===== config.mk =====
export PLATFORM = sky130hd
export DESIGN_NAME = seg_scan_ctrl
export DESIGN_NICKNAME = d
export VERILOG_FILES = /design/src/rtl/seg_scan_ctrl_pkg.sv /design/src/rtl/seg_scan_ctrl_timer.sv /design/src/rtl/seg_scan_ctrl.sv
export SDC_FILE = /design/constraint.sdc
export NUM_CORES = 1
export LEC_CHECK = 0
export ABC_AREA = 1
export CELL_PAD_IN_SITES_DETAIL_PLACEMENT = 0
export CELL_PAD_IN_SITES_GLOBAL_PLACEMENT = 1
export CORE_MARGIN = 1.5
export CORE_UTILIZATION = 40
export DETAILED_ROUTE_END_ITERATION = 10
export PLACE_DENSITY_LB_ADDON = 0.1
export RECOVER_POWER = 50
export SKIP_CTS_REPAIR_TIMING = 1
export SLEW_MARGIN = 20
export SYNTH_ARGS = -nofsm -noshare
export SYNTH_HDL_FRONTEND = slang
export SYNTH_SLANG_ARGS = --single-unit
export TNS_END_PERCENT = 50

===== constraint.sdc =====
create_clock -name clk -period 3.9 [get_ports clk]
set_input_delay 0.78 -clock clk [delete_from_list [all_inputs] [get_ports clk]]
set_output_delay 0.78 -clock clk [all_outputs]
set_load 0.05 [all_outputs]

===== src/rtl/seg_scan_ctrl_pkg.sv =====
// Shared constants, segment table and scan-state encoding for the
// eight-digit multiplexed seven-segment display controller.
package seg_scan_ctrl_pkg;

  localparam int          NUM_DIGITS = 8;
  localparam logic [7:0]  SEG_OFF    = 8'hFF;
  localparam logic [7:0]  AN_OFF     = 8'hFF;

  // Active-low g..a patterns, index = hex nibble (entry 15 listed first).
  localparam logic [15:0][6:0] HEX_SEG = {
    7'b000_1110,  // F
    7'b000_0110,  // E
    7'b010_0001,  // d
    7'b100_0110,  // C
    7'b000_0011,  // b
    7'b000_1000,  // A
    7'b001_0000,  // 9
    7'b000_0000,  // 8
    7'b111_1000,  // 7
    7'b000_0010,  // 6
    7'b001_0010,  // 5
    7'b001_1001,  // 4
    7'b011_0000,  // 3
    7'b010_0100,  // 2
    7'b111_1001,  // 1
    7'b100_0000   // 0
  };

  typedef enum logic {
    ST_GUARD = 1'b0,
    ST_DRIVE = 1'b1
  } scan_state_t;

  function automatic logic [6:0] hex_seg(input logic [3:0] nib);
    return HEX_SEG[nib];
  endfunction

endpackage


===== src/rtl/seg_scan_ctrl_timer.sv =====
// Slot counter and digit index for the display scan.
// in_guard describes the slot position entered on the coming edge, so the
// controller's registered state lines up with the counter cycle for cycle.
module seg_refresh_timer
  import seg_scan_ctrl_pkg::*;
#(
  parameter int CLK_DIV   = 100000,
  parameter int GUARD_CYC = 100
) (
  input  logic       clk,
  input  logic       rst,
  output logic       slot_wrap,
  output logic       frame_wrap,
  output logic       in_guard,
  output logic [2:0] digit
);

  localparam int CW = $clog2(CLK_DIV);

  logic [CW-1:0] cnt;
  logic [CW-1:0] cnt_nxt;

  assign slot_wrap  = (cnt == CW'(CLK_DIV - 1));
  assign frame_wrap = slot_wrap && (digit == 3'(NUM_DIGITS - 1));
  assign cnt_nxt    = slot_wrap ? '0 : cnt + CW'(1);
  assign in_guard   = (cnt_nxt < CW'(GUARD_CYC));

  // Counter runs 0..CLK_DIV-1; digit advances (and wraps 7->0) on each slot wrap.
  always_ff @(posedge clk) begin
    if (rst) begin
      cnt   <= '0;
      digit <= '0;
    end else begin
      cnt <= cnt_nxt;
      if (slot_wrap) digit <= digit + 3'd1;
    end
  end

endmodule


===== src/rtl/seg_scan_ctrl.sv =====
// Eight-digit multiplexed seven-segment scan controller with a one-deep
// load buffer; new words are swapped in only at frame boundaries.
module seg_scan_ctrl
  import seg_scan_ctrl_pkg::*;
#(
  parameter int CLK_DIV   = 100000,
  parameter int GUARD_CYC = 100
) (
  input  logic        clk,
  input  logic        rst,
  input  logic        load,
  input  logic [31:0] value,
  input  logic [7:0]  dp_mask,
  input  logic [7:0]  blank_mask,
  output logic        ready,
  output logic [7:0]  an,
  output logic [7:0]  seg
);

  logic       slot_wrap, frame_wrap, in_guard;
  logic [2:0] digit;

  seg_refresh_timer #(
    .CLK_DIV   (CLK_DIV),
    .GUARD_CYC (GUARD_CYC)
  ) u_timer (
    .clk        (clk),
    .rst        (rst),
    .slot_wrap  (slot_wrap),
    .frame_wrap (frame_wrap),
    .in_guard   (in_guard),
    .digit      (digit)
  );

  logic        pend_vld;
  logic [31:0] pend_val;
  logic [7:0]  pend_dp, pend_blank;
  logic [31:0] shad_val;
  logic [7:0]  shad_dp, shad_blank;

  assign ready = !pend_vld;

  // Pending capture on handshake; pending -> shadow only at a frame boundary.
  // A word accepted on the boundary cycle itself waits for the next one,
  // since pend_vld was still clear when the boundary was evaluated.
  always_ff @(posedge clk) begin
    if (rst) begin
      pend_vld   <= 1'b0;
      pend_val   <= '0;
      pend_dp    <= '0;
      pend_blank <= '0;
      shad_val   <= '0;
      shad_dp    <= '0;
      shad_blank <= '0;
    end else begin
      if (frame_wrap && pend_vld) begin
        shad_val   <= pend_val;
        shad_dp    <= pend_dp;
        shad_blank <= pend_blank;
        pend_vld   <= 1'b0;
      end
      if (load && ready) begin
        pend_val   <= value;
        pend_dp    <= dp_mask;
        pend_blank <= blank_mask;
        pend_vld   <= 1'b1;
      end
    end
  end

  scan_state_t state_q, state_d;
  logic [7:0]  an_d, seg_d;

  // Scan FSM register and registered pin drivers.
  always_ff @(posedge clk) begin
    if (rst) begin
      state_q <= ST_GUARD;
      an      <= AN_OFF;
      seg     <= SEG_OFF;
    end else begin
      state_q <= state_d;
      an      <= an_d;
      seg     <= seg_d;
    end
  end

  // Next state from the timer; pin values decoded from the current state.
  always_comb begin
    state_d = state_q;
    an_d    = AN_OFF;
    seg_d   = SEG_OFF;
    case (state_q)
      ST_GUARD: begin
        if (!in_guard) state_d = ST_DRIVE;
      end
      ST_DRIVE: begin
        an_d = ~(8'd1 << digit);
        if (!shad_blank[digit])
          seg_d = {~shad_dp[digit], hex_seg(shad_val[{digit, 2'b00} +: 4])};
        if (in_guard) state_d = ST_GUARD;
      end
      default: state_d = ST_GUARD;
    endcase
  end

endmodule


==> qor.csv, run 1 <==
stage,metric,value,unit
status,status,completed,
final_layout,fillers,1381,
clock_network,clk_pin_slew_worst_paths,0.06,ns
synth,async_flop_share,0,
drt,route.met3.wl,477,µm
sta,max_freq,382.0,MHz
sta,finalCritPeriodShare,0.6713,
global_route,grt_overflow,0,
global_route,antenna_found_initial,0,
global_route,track_usage,0.1929,
sta,slew_headroom,0.4272,
clock_network,htree_levels,4,
clock_network,numClockSinks,134,
sta,rsz0062_at_grt,false,
run,max_cap_viol_count,0,
clock_network,cts_root_buffer,clkbuf_16,
sta,drv_slew,0,
power,leakagePower,2.825,nW
drt,post-route-drc-count,0,
worst_setup_path,crit_fanout,15,
worst_setup_path,critical_path_class,in2reg,
power,vdd_drop_max,0.2618,mV
final_layout,syn2layout_area_growth,23.31,%
synth,syn-instance-count,764,
synth,syn_avg_cell_area,7.399,µm²
final_layout,final_common_cell,nor2_1,
floorplanning,start_util,0.4088,
worst_setup_path,required,4.16,ns
min_path,min_path_cells,1,
drt,dr_wl_met2,6131,µm
global_route,grt_max_degree,102,
synth,synth.yosys.seq_area_share,0.4745,
global_route,grt_pass1_vias,4651,
power,power_density,455.1,nW/µm²
final_layout,drive_gt1_frac,0.05676,
global_route,grt_pass1_wl,22730,µm
drt,dr_total_vias,5003,
drt,drt-vias-per-instance,4.963,
drt,drtAntennaViolNets,0,
worst_setup_path,startpoint_type,input pin,
clock_network,cts_made_buffers,17,
sta,setup_viol,0,
sta,tightest_slew,0.8592,ns
min_path,hold_path.class,reg2reg,
power,finalPower,0.003172,W
final_layout,layout_common_cells,"200 x nor2_1, 134 x dfxtp_1, 111 x o21ai_0",
synth,synth_area,5653,µm²
floorplanning,core-area,13830,µm²
drt,drtIter0Drc,259,
worst_setup_path,crit_arrival,2.87,ns
sta,finalSetupTns,0,ns
floorplanning,rows,43,
final_layout,num_antenna_cells,0,
synth,netlist.area_leader.share,0.4745,
floorplanning,die_w,121.9,µm
drt,m1WireLength,6661,µm
clock_network,insertion_delay,0.41,ns
synth,yosys_warnings,0,
placed_design,io_buffers,67,
synth,synthesis.nets,828,
floorplanning,ios,68,
synth,netlist_top_cells_area,"dfxtp_1 47%, nor2_1 13%, o21ai_0 9.8%",
final_layout,final_nets,879,
clock_network,clk_path_buf_depth,2,
synth,synth_top_area_cell,dfxtp_1,
synth,synth_edf_count,0,
placed_design,detailedPlacementHpwl,8970,µm
placed_design,gp_congestion,0.7949,
synth,synth-main-ff-cell,dfxtp_1,
synth,synth_seq_cells,134,
synth,ys_types,34,
sta,min_period,2.618,ns
worst_setup_path,reg2regPathDepth,7,
floorplanning,die_h,121.9,µm
sta,skew,0.01065,ns
floorplanning,die_area,14850,µm²
drt,drt_wl_total,13370,µm
drt,wire_per_inst,13.26,µm
drt,drtPass1Iterations,5,
sta,hold_viol,0,
worst_setup_path,end_kind,flop,
clock_network,cts_tree,done,
drt,top_layer_used,met4,
[worst max-delay path: stages]
cell and delay [ns]:
dlygate4sd3_1 0.53, clkbuf_1 0.33, clkinv_1 0.13, nand2_1 0.09, nor2_1 0.30, o221ai_1 0.18
nand2_1 0.35, o211ai_1 0.18
[per-stage QoR]
stage	std cells	util	hold slack (ns)	setup slack [ns]	area (µm²)
final	1008	0.5041	0.4535	1.282	6970
after global routing	1008	0.5041	0.4655	1.017	6970
after CTS	1008	0.5046	0.4565	1.348	6977
after detailed placement	976	0.4620	0.4432	1.314	6389
after global placement	976	0.4620	0.4291	1.311	6389
after floorplan	764	-	0.4179	2.115	5653
[metal layers]
layer	track usage	up-vias
li1	-	2610
met2	0.3041	88
met1	0.2636	2296
met3	0.04401	9
met4	0.05735	0
met5	0	-
[cells by family (layout without fill, tap and decap cells)]
| group | count (synthesis) | in the layout | synth area share |
|---|---|---|---|
| AND/OR/NAND/NOR | 369 | 369 | 0.2727 |
| buffers and inverters | 81 | 145 | 0.06352 |
| XOR/XNOR | 6 | 6 | 0.009296 |
| adder cells (fa/ha/maj) | 13 | 13 | 0.02877 |
| AO/OA/AOI/OAI | 161 | 161 | 0.1512 |
| flip-flops | 134 | 134 | 0.4745 |
[Yosys cell counts, types with 2 or more instances]
| master | count |
|---|---|
| o211ai_1 | 4 |
| clkbuf_1 | 28 |
| nand3_1 | 35 |
| inv_2 | 2 |
| and2_1 | 2 |
| nor2_1 | 200 |
| inv_1 | 36 |
| nand2_1 | 81 |
| ha_1 | 13 |
| o221ai_1 | 2 |
| o21ai_0 | 111 |
| nand2_2 | 3 |
| o22ai_1 | 3 |
| buf_2 | 5 |
| nor3_1 | 44 |
| dfxtp_1 | 134 |
| buf_4 | 3 |
| buf_6 | 5 |
| o21ai_1 | 20 |
| xor2_1 | 5 |
| a21oi_1 | 15 |
[final cells by class]
| class | count | area, µm² | area share |
|---|---|---|---|
| multi-input cells | 549 | 2609 | 0.3743 |
| clock inverters | 14 | 148.9 | 0.02136 |
| clock buffers | 18 | 439.2 | 0.06300 |
| repair buffers | 74 | 719.4 | 0.1032 |
| flip-flops and latches | 134 | 2683 | 0.3848 |
| inverters | 39 | 146.4 | 0.02100 |
| well taps | 180 | 225.2 | 0.03231 |
[final timing paths]
path / start / endpoint / slack, ns
setup / recovery: rst / seg[7] / 1.28
hold / removal: u_timer.cnt[0] / u_timer.cnt[0] / 0.45
setup reg to reg: u_timer.digit[1] / shad_dp[7] / 1.34
hold reg to reg: u_timer.cnt[0] / u_timer.cnt[0] / 0.45
[flip-flops by register name, summed over array words and instances, names as in the netlist]
name and count:
pend_vld 1, shad_dp 8, an 8, pend_dp 8
shad_blank 8, seg 8, u_timer.cnt 17, state_q 1
u_timer.digit 3, pend_val 32, pend_blank 8, shad_val 32
[power breakdown]
group          switching, W  total (W)  internal (W)
Sequential        0.0000233    0.00143       0.00141
Combinational     0.0000754   0.000153     0.0000776
Clock              0.000623    0.00158      0.000961
No activity file was read; power rests on OpenSTA's default activity.
==> run 2, diff against run 1 <==
--- a/config.mk
+++ b/config.mk
@@ -9,7 +9,7 @@
 export CELL_PAD_IN_SITES_DETAIL_PLACEMENT = 0
 export CELL_PAD_IN_SITES_GLOBAL_PLACEMENT = 1
 export CORE_MARGIN = 1.5
-export CORE_UTILIZATION = 40
+export CORE_UTILIZATION = 36
 export DETAILED_ROUTE_END_ITERATION = 10
 export PLACE_DENSITY_LB_ADDON = 0.1
 export RECOVER_POWER = 50
==> constraint.sdc (replaced) <==
create_clock -name clk -period 2.1 [get_ports clk]
set_input_delay 0.42 -clock clk [delete_from_list [all_inputs] [get_ports clk]]
set_output_delay 0.42 -clock clk [all_outputs]
set_load 0.05 [all_outputs]
==> qor.csv, run 2 (same netlist as run 1, synthesis figures left out) <==
stage,metric,value,unit
clock_network,htree_levels,4,
run,max_cap_viol_count,0,
final_layout,final_nets,891,
floorplanning,die_w,128.3,µm
clock_network,cts_tree,done,
power,vdd_drop_max,0.5952,mV
min_path,hold_path.class,reg2reg,
clock_network,cts_made_buffers,17,
global_route,antenna_found_initial,0,
final_layout,reg.largest.list,"pend_val x32, shad_val x32, u_timer.cnt x17",
worst_setup_path,startpoint_type,flop,
sta,tightest_slew,0.8442,ns
drt,drtIter0Drc,213,
min_path,min_path_cells,1,
final_layout,syn2layout_area_growth,26.69,%
clock_network,cts_root_buffer,clkbuf_16,
sta,slew_headroom,0.4372,
global_route,grt_pass1_vias,4835,
power,power_density,843.6,nW/µm²
clock_network,clk_pin_slew_worst_paths,0.06,ns
sta,skew,0.008017,ns
worst_setup_path,crit_arrival,1.55,ns
global_route,track_usage,0.1784,
floorplanning,ios,68,
drt,wire_per_inst,13.25,µm
worst_setup_path,critPathTopFamily,buffers and inverters,
placed_design,io_buffers,67,
global_route,grt_max_degree,102,
floorplanning,rows,45,
drt,drtAntennaViolNets,0,
sta,whs,0.4512,ns
worst_setup_path,reg2regPathDepth,9,
final_layout,final_common_cell,nor2_1,
drt,drt-vias-per-instance,4.848,
final_layout,num_antenna_cells,0,
sta,min_period,1.969,ns
worst_setup_path,r2r-start,u_timer.cnt[0],
floorplanning,core-area,15260,µm²
worst_setup_path,timing.critical_path.buf_inv,1,
placed_design,preCtsSetupSlack,0.08384,ns
drt,dr_total_vias,5081,
final_layout,drive_gt1_frac,0.07168,
min_path,hold_end,u_timer.cnt[0],
clock_network,insertion_delay,0.42,ns
placed_design,detailedPlacementHpwl,9194,µm
worst_setup_path,rr_endpoint,state_q,
drt,post-route-drc-count,0,
final_layout,layout_common_cells,"200 x nor2_1, 133 x dfxtp_1, 109 x o21ai_0",
sta,setup_viol,0,
worst_setup_path,critical_path.max_stage_delay,0.80,ns
min_path,hp-start,u_timer.cnt[0],
worst_setup_path,r2r_slack,0.17,ns
worst_setup_path,end_kind,output pin,
sta,drv_slew,0,
worst_setup_path,crit_slowest_cell,clkdlybuf4s50_1,
clock_network,numClockSinks,134,
floorplanning,die_h,128.3,µm
worst_setup_path,path_cells,clkdlybuf4s50_1,
drt,drt_wl_total,13880,µm
power,leakagePower,2.917,nW
status,status,completed,
placed_design,gp_congestion,0.8444,
worst_setup_path,crit_fanout,1,
clock_network,clk_path_buf_depth,2,
worst_setup_path,critical_path_class,reg2out,
sta,worst_slack,0.1311,ns
worst_setup_path,required,1.68,ns
sta,max_freq,507.9,MHz
global_route,grt_pass1_wl,23120,µm
floorplanning,start_util,0.3705,
global_route,grt_overflow,0,
drt,drtPass1Iterations,4,
floorplanning,die_area,16460,µm²
sta,hold_viol,0,
sta,finalCritPeriodShare,0.9376,
run 2: cell count changes in the layout (fill, tap and decap cells not counted), sizes merged:
| cell | change |
|---|---|
| buf | +10 |
| clkbuf | +4 |
| bufinv | +2 |
| clkinv | -2 |
| clkinvlp | -2 |
| dlygate4sd3 | -2 |
| inv | -2 |
| clkdlybuf4s50 | +1 |
run 2: power breakdown:
| part | internal, W | leakage [nW] | switching (W) |
|---|---|---|---|
| Clock | 0.00202 | 0.296 | 0.00107 |
| Combinational | 0.000149 | 1.53 | 0.000143 |
| Sequential | 0.00262 | 1.09 | 0.0000446 |
run 2: metrics by stage:
| step | std cells | total power [W] | util | TNS [ns] | instance area, µm² |
|---|---|---|---|---|---|
| final | 1048 | 0.006042 | 0.4694 | 0 | 7162 |
| after global routing | 1048 | 0.006286 | 0.4694 | -0.01920 | 7162 |
| after CTS | 1048 | 0.006123 | 0.4695 | 0 | 7163 |
| after detailed placement | 1019 | 0.003021 | 0.4296 | 0 | 6555 |
| after global placement | 1019 | 0.003015 | 0.4296 | 0 | 6555 |
| after floorplan | 764 | 0.002865 | - | 0 | 5653 |
run 2: cell type report:
class | instances | area, µm²
inverters | 39 | 146.4
multi-input cells | 549 | 2625
flip-flops and latches | 134 | 2684
well taps | 211 | 264.0
fillers | 1576 | 8097
clock buffers | 19 | 452.9
repair buffers | 86 | 834.6
clock inverters | 10 | 155.1
run 2: worst max path at each step:
stage	start	end	slack, ns	depth (start not counted)
after floorplan	u_timer.digit[0]	seg[0]	0.32	10
after global placement	u_timer.digit[0]	seg[6]	0.10	12
after detailed placement	u_timer.digit[1]	seg[0]	0.08	10
after CTS	pend_vld	ready	0.03	2
after global routing	u_timer.digit[0]	seg[5]	-0.02	10
final	an[6]	an[6]	0.13	1
run 2: layer usage:
| metal | global-route usage | routed length [µm] |
|---|---|---|
| met5 | 0 | 0 |
| met4 | 0.08328 | 295 |
| met3 | 0.04048 | 565 |
| met2 | 0.2887 | 6243 |
| met1 | 0.2267 | 6776 |
==> run 3, diff against run 2 <==
--- a/config.mk
+++ b/config.mk
@@ -9,8 +9,10 @@
 export CELL_PAD_IN_SITES_DETAIL_PLACEMENT = 0
 export CELL_PAD_IN_SITES_GLOBAL_PLACEMENT = 1
 export CORE_MARGIN = 1.5
-export CORE_UTILIZATION = 36
+export CORE_UTILIZATION = 40
 export DETAILED_ROUTE_END_ITERATION = 10
+export GPL_ROUTABILITY_DRIVEN = 1
+export HOLD_SLACK_MARGIN = 0.05
 export PLACE_DENSITY_LB_ADDON = 0.1
 export RECOVER_POWER = 50
 export SKIP_CTS_REPAIR_TIMING = 1
==> constraint.sdc (replaced) <==
create_clock -name clk -period 2.05 [get_ports clk]
set_input_delay 0.41 -clock clk [delete_from_list [all_inputs] [get_ports clk]]
set_output_delay 0.41 -clock clk [all_outputs]
set_load 0.05 [all_outputs]
==> qor.csv, run 3 (same netlist as run 1, synthesis figures left out) <==
stage,metric,value,unit
status,status,completed,
clock_network,htree_levels,4,
clock_network,insertion_delay,0.42,ns
power,power_density,840.5,nW/µm²
worst_setup_path,startpoint_type,flop,
sta,min_period,1.964,ns
global_route,grt_pass1_wl,21700,µm
worst_setup_path,end_kind,output pin,
run,max_cap_viol_count,0,
drt,drtIter0Drc,331,
clock_network,cts_root_buffer,clkbuf_16,
worst_setup_path,crit_slowest_cell,clkdlybuf4s50_1,
min_path,hold_path.class,reg2reg,
final_layout,reg.largest.list,"pend_val x32, shad_val x32, u_timer.cnt x17",
sta,rsz0062_at_grt,true,
global_route,track_usage,0.1863,
drt,drt-vias-per-instance,4.892,
sta,slew_headroom,0.5697,
drt,dr_total_vias,5005,
floorplanning,ios,68,
final_layout,drive_gt1_frac,0.07711,
worst_setup_path,path_cells,clkdlybuf4s50_1,
global_route,grt_max_degree,66,
drt,drtPass1Iterations,5,
worst_setup_path,required,1.64,ns
final_layout,final_common_cell,nor2_1,
floorplanning,die_h,121.9,µm
sta,finalCritPeriodShare,0.9581,
min_path,hp-start,u_timer.cnt[0],
worst_setup_path,critical_path.max_stage_delay,0.80,ns
global_route,antenna_found_initial,0,
worst_setup_path,crit_fanout,1,
drt,drt_wl_total,13040,µm
sta,skew,0.008414,ns
global_route,grt_pass1_vias,4549,
placed_design,gp_congestion,0.8705,
worst_setup_path,crit_arrival,1.55,ns
drt,wire_per_inst,12.74,µm
placed_design,detailedPlacementHpwl,9315,µm
clock_network,clk_path_buf_depth,2,
clock_network,clk_pin_slew_worst_paths,0.06,ns
clock_network,cts_tree,done,
floorplanning,die_w,121.9,µm
placed_design,io_buffers,67,
sta,tightest_slew,0.6454,ns
clock_network,numClockSinks,134,
clock_network,cts_made_buffers,17,
final_layout,num_antenna_cells,0,
final_layout,layout_common_cells,"200 x nor2_1, 134 x dfxtp_1, 109 x o21ai_0",
floorplanning,die_area,14850,µm²
sta,max_freq,509.1,MHz
sta,worst_slack,0.08591,ns
power,leakagePower,2.908,nW
worst_setup_path,critical_path_class,reg2out,
placed_design,preCtsSetupSlack,0.07563,ns
floorplanning,core-area,13830,µm²
sta,hold_viol,0,
worst_setup_path,timing.critical_path.buf_inv,1,
floorplanning,start_util,0.4088,
power,vdd_drop_max,0.5569,mV
worst_setup_path,startpoint,seg[7],
global_route,grt_overflow,0,
sta,drv_slew,0,
floorplanning,rows,43,
drt,post-route-drc-count,0,
worst_setup_path,critPathTopFamily,buffers and inverters,
drt,drtAntennaViolNets,0,
final_layout,syn2layout_area_growth,25.63,%
worst_setup_path,r2r-start,u_timer.cnt[0],
sta,setup_viol,0,
sta,finalSetupTns,0,ns
final_layout,final_nets,895,
==> run 3: layer usage <==
layer	track usage	wire length, µm	vias up
li1	-	-	2660
met1	0.2589	6731	2236
met2	0.2777	5650	98
met3	0.04822	552	11
met4	0.06838	103	0
met5	0	0	-
==> run 3: power by group <==
group / switching [W] / total [W] / leakage, nW / internal [W]
sequential: 0.0000417 / 0.00273 / 1.09 / 0.00269
clock: 0.00113 / 0.00294 / 0.279 / 0.00181
combinational: 0.000145 / 0.000297 / 1.54 / 0.000152
total: 0.00132 / 0.00597 / 2.91 / 0.00465
==> run 3: cell type report <==
type                       count  area (µm²)
inverter                      39       146.4
fill                        1368        6725
sequential                   134        2683
multi-input combinational    549        2625
clock buffer                  19       442.9
clock inverter                12       130.1
timing repair buffer          90       849.6
tap                          180       225.2
==> run 3: metrics by stage <==
stage          total power, W  utilization  cells  hold WS [ns]  area (µm²)
3_5_place_dp         0.003088       0.4725    992        0.4434        6534
2_1_floorplan        0.002935            -    764        0.4179        5653
5_1_grt              0.006193       0.5136   1023        0.4719        7102
3_3_place_gp         0.003081       0.4725    992        0.4304        6534
4_1_cts              0.006037       0.5140   1023        0.4509        7107
6_report             0.005969       0.5136   1023        0.4483        7102
==> run 3: final timing paths <==
check,to,slack (ns),depth (start not counted)
setup / recovery,seg[7],0.09,1
hold reg to reg,u_timer.cnt[0],0.45,1
hold / removal,u_timer.cnt[0],0.45,1
setup reg to reg,state_q,0.20,10
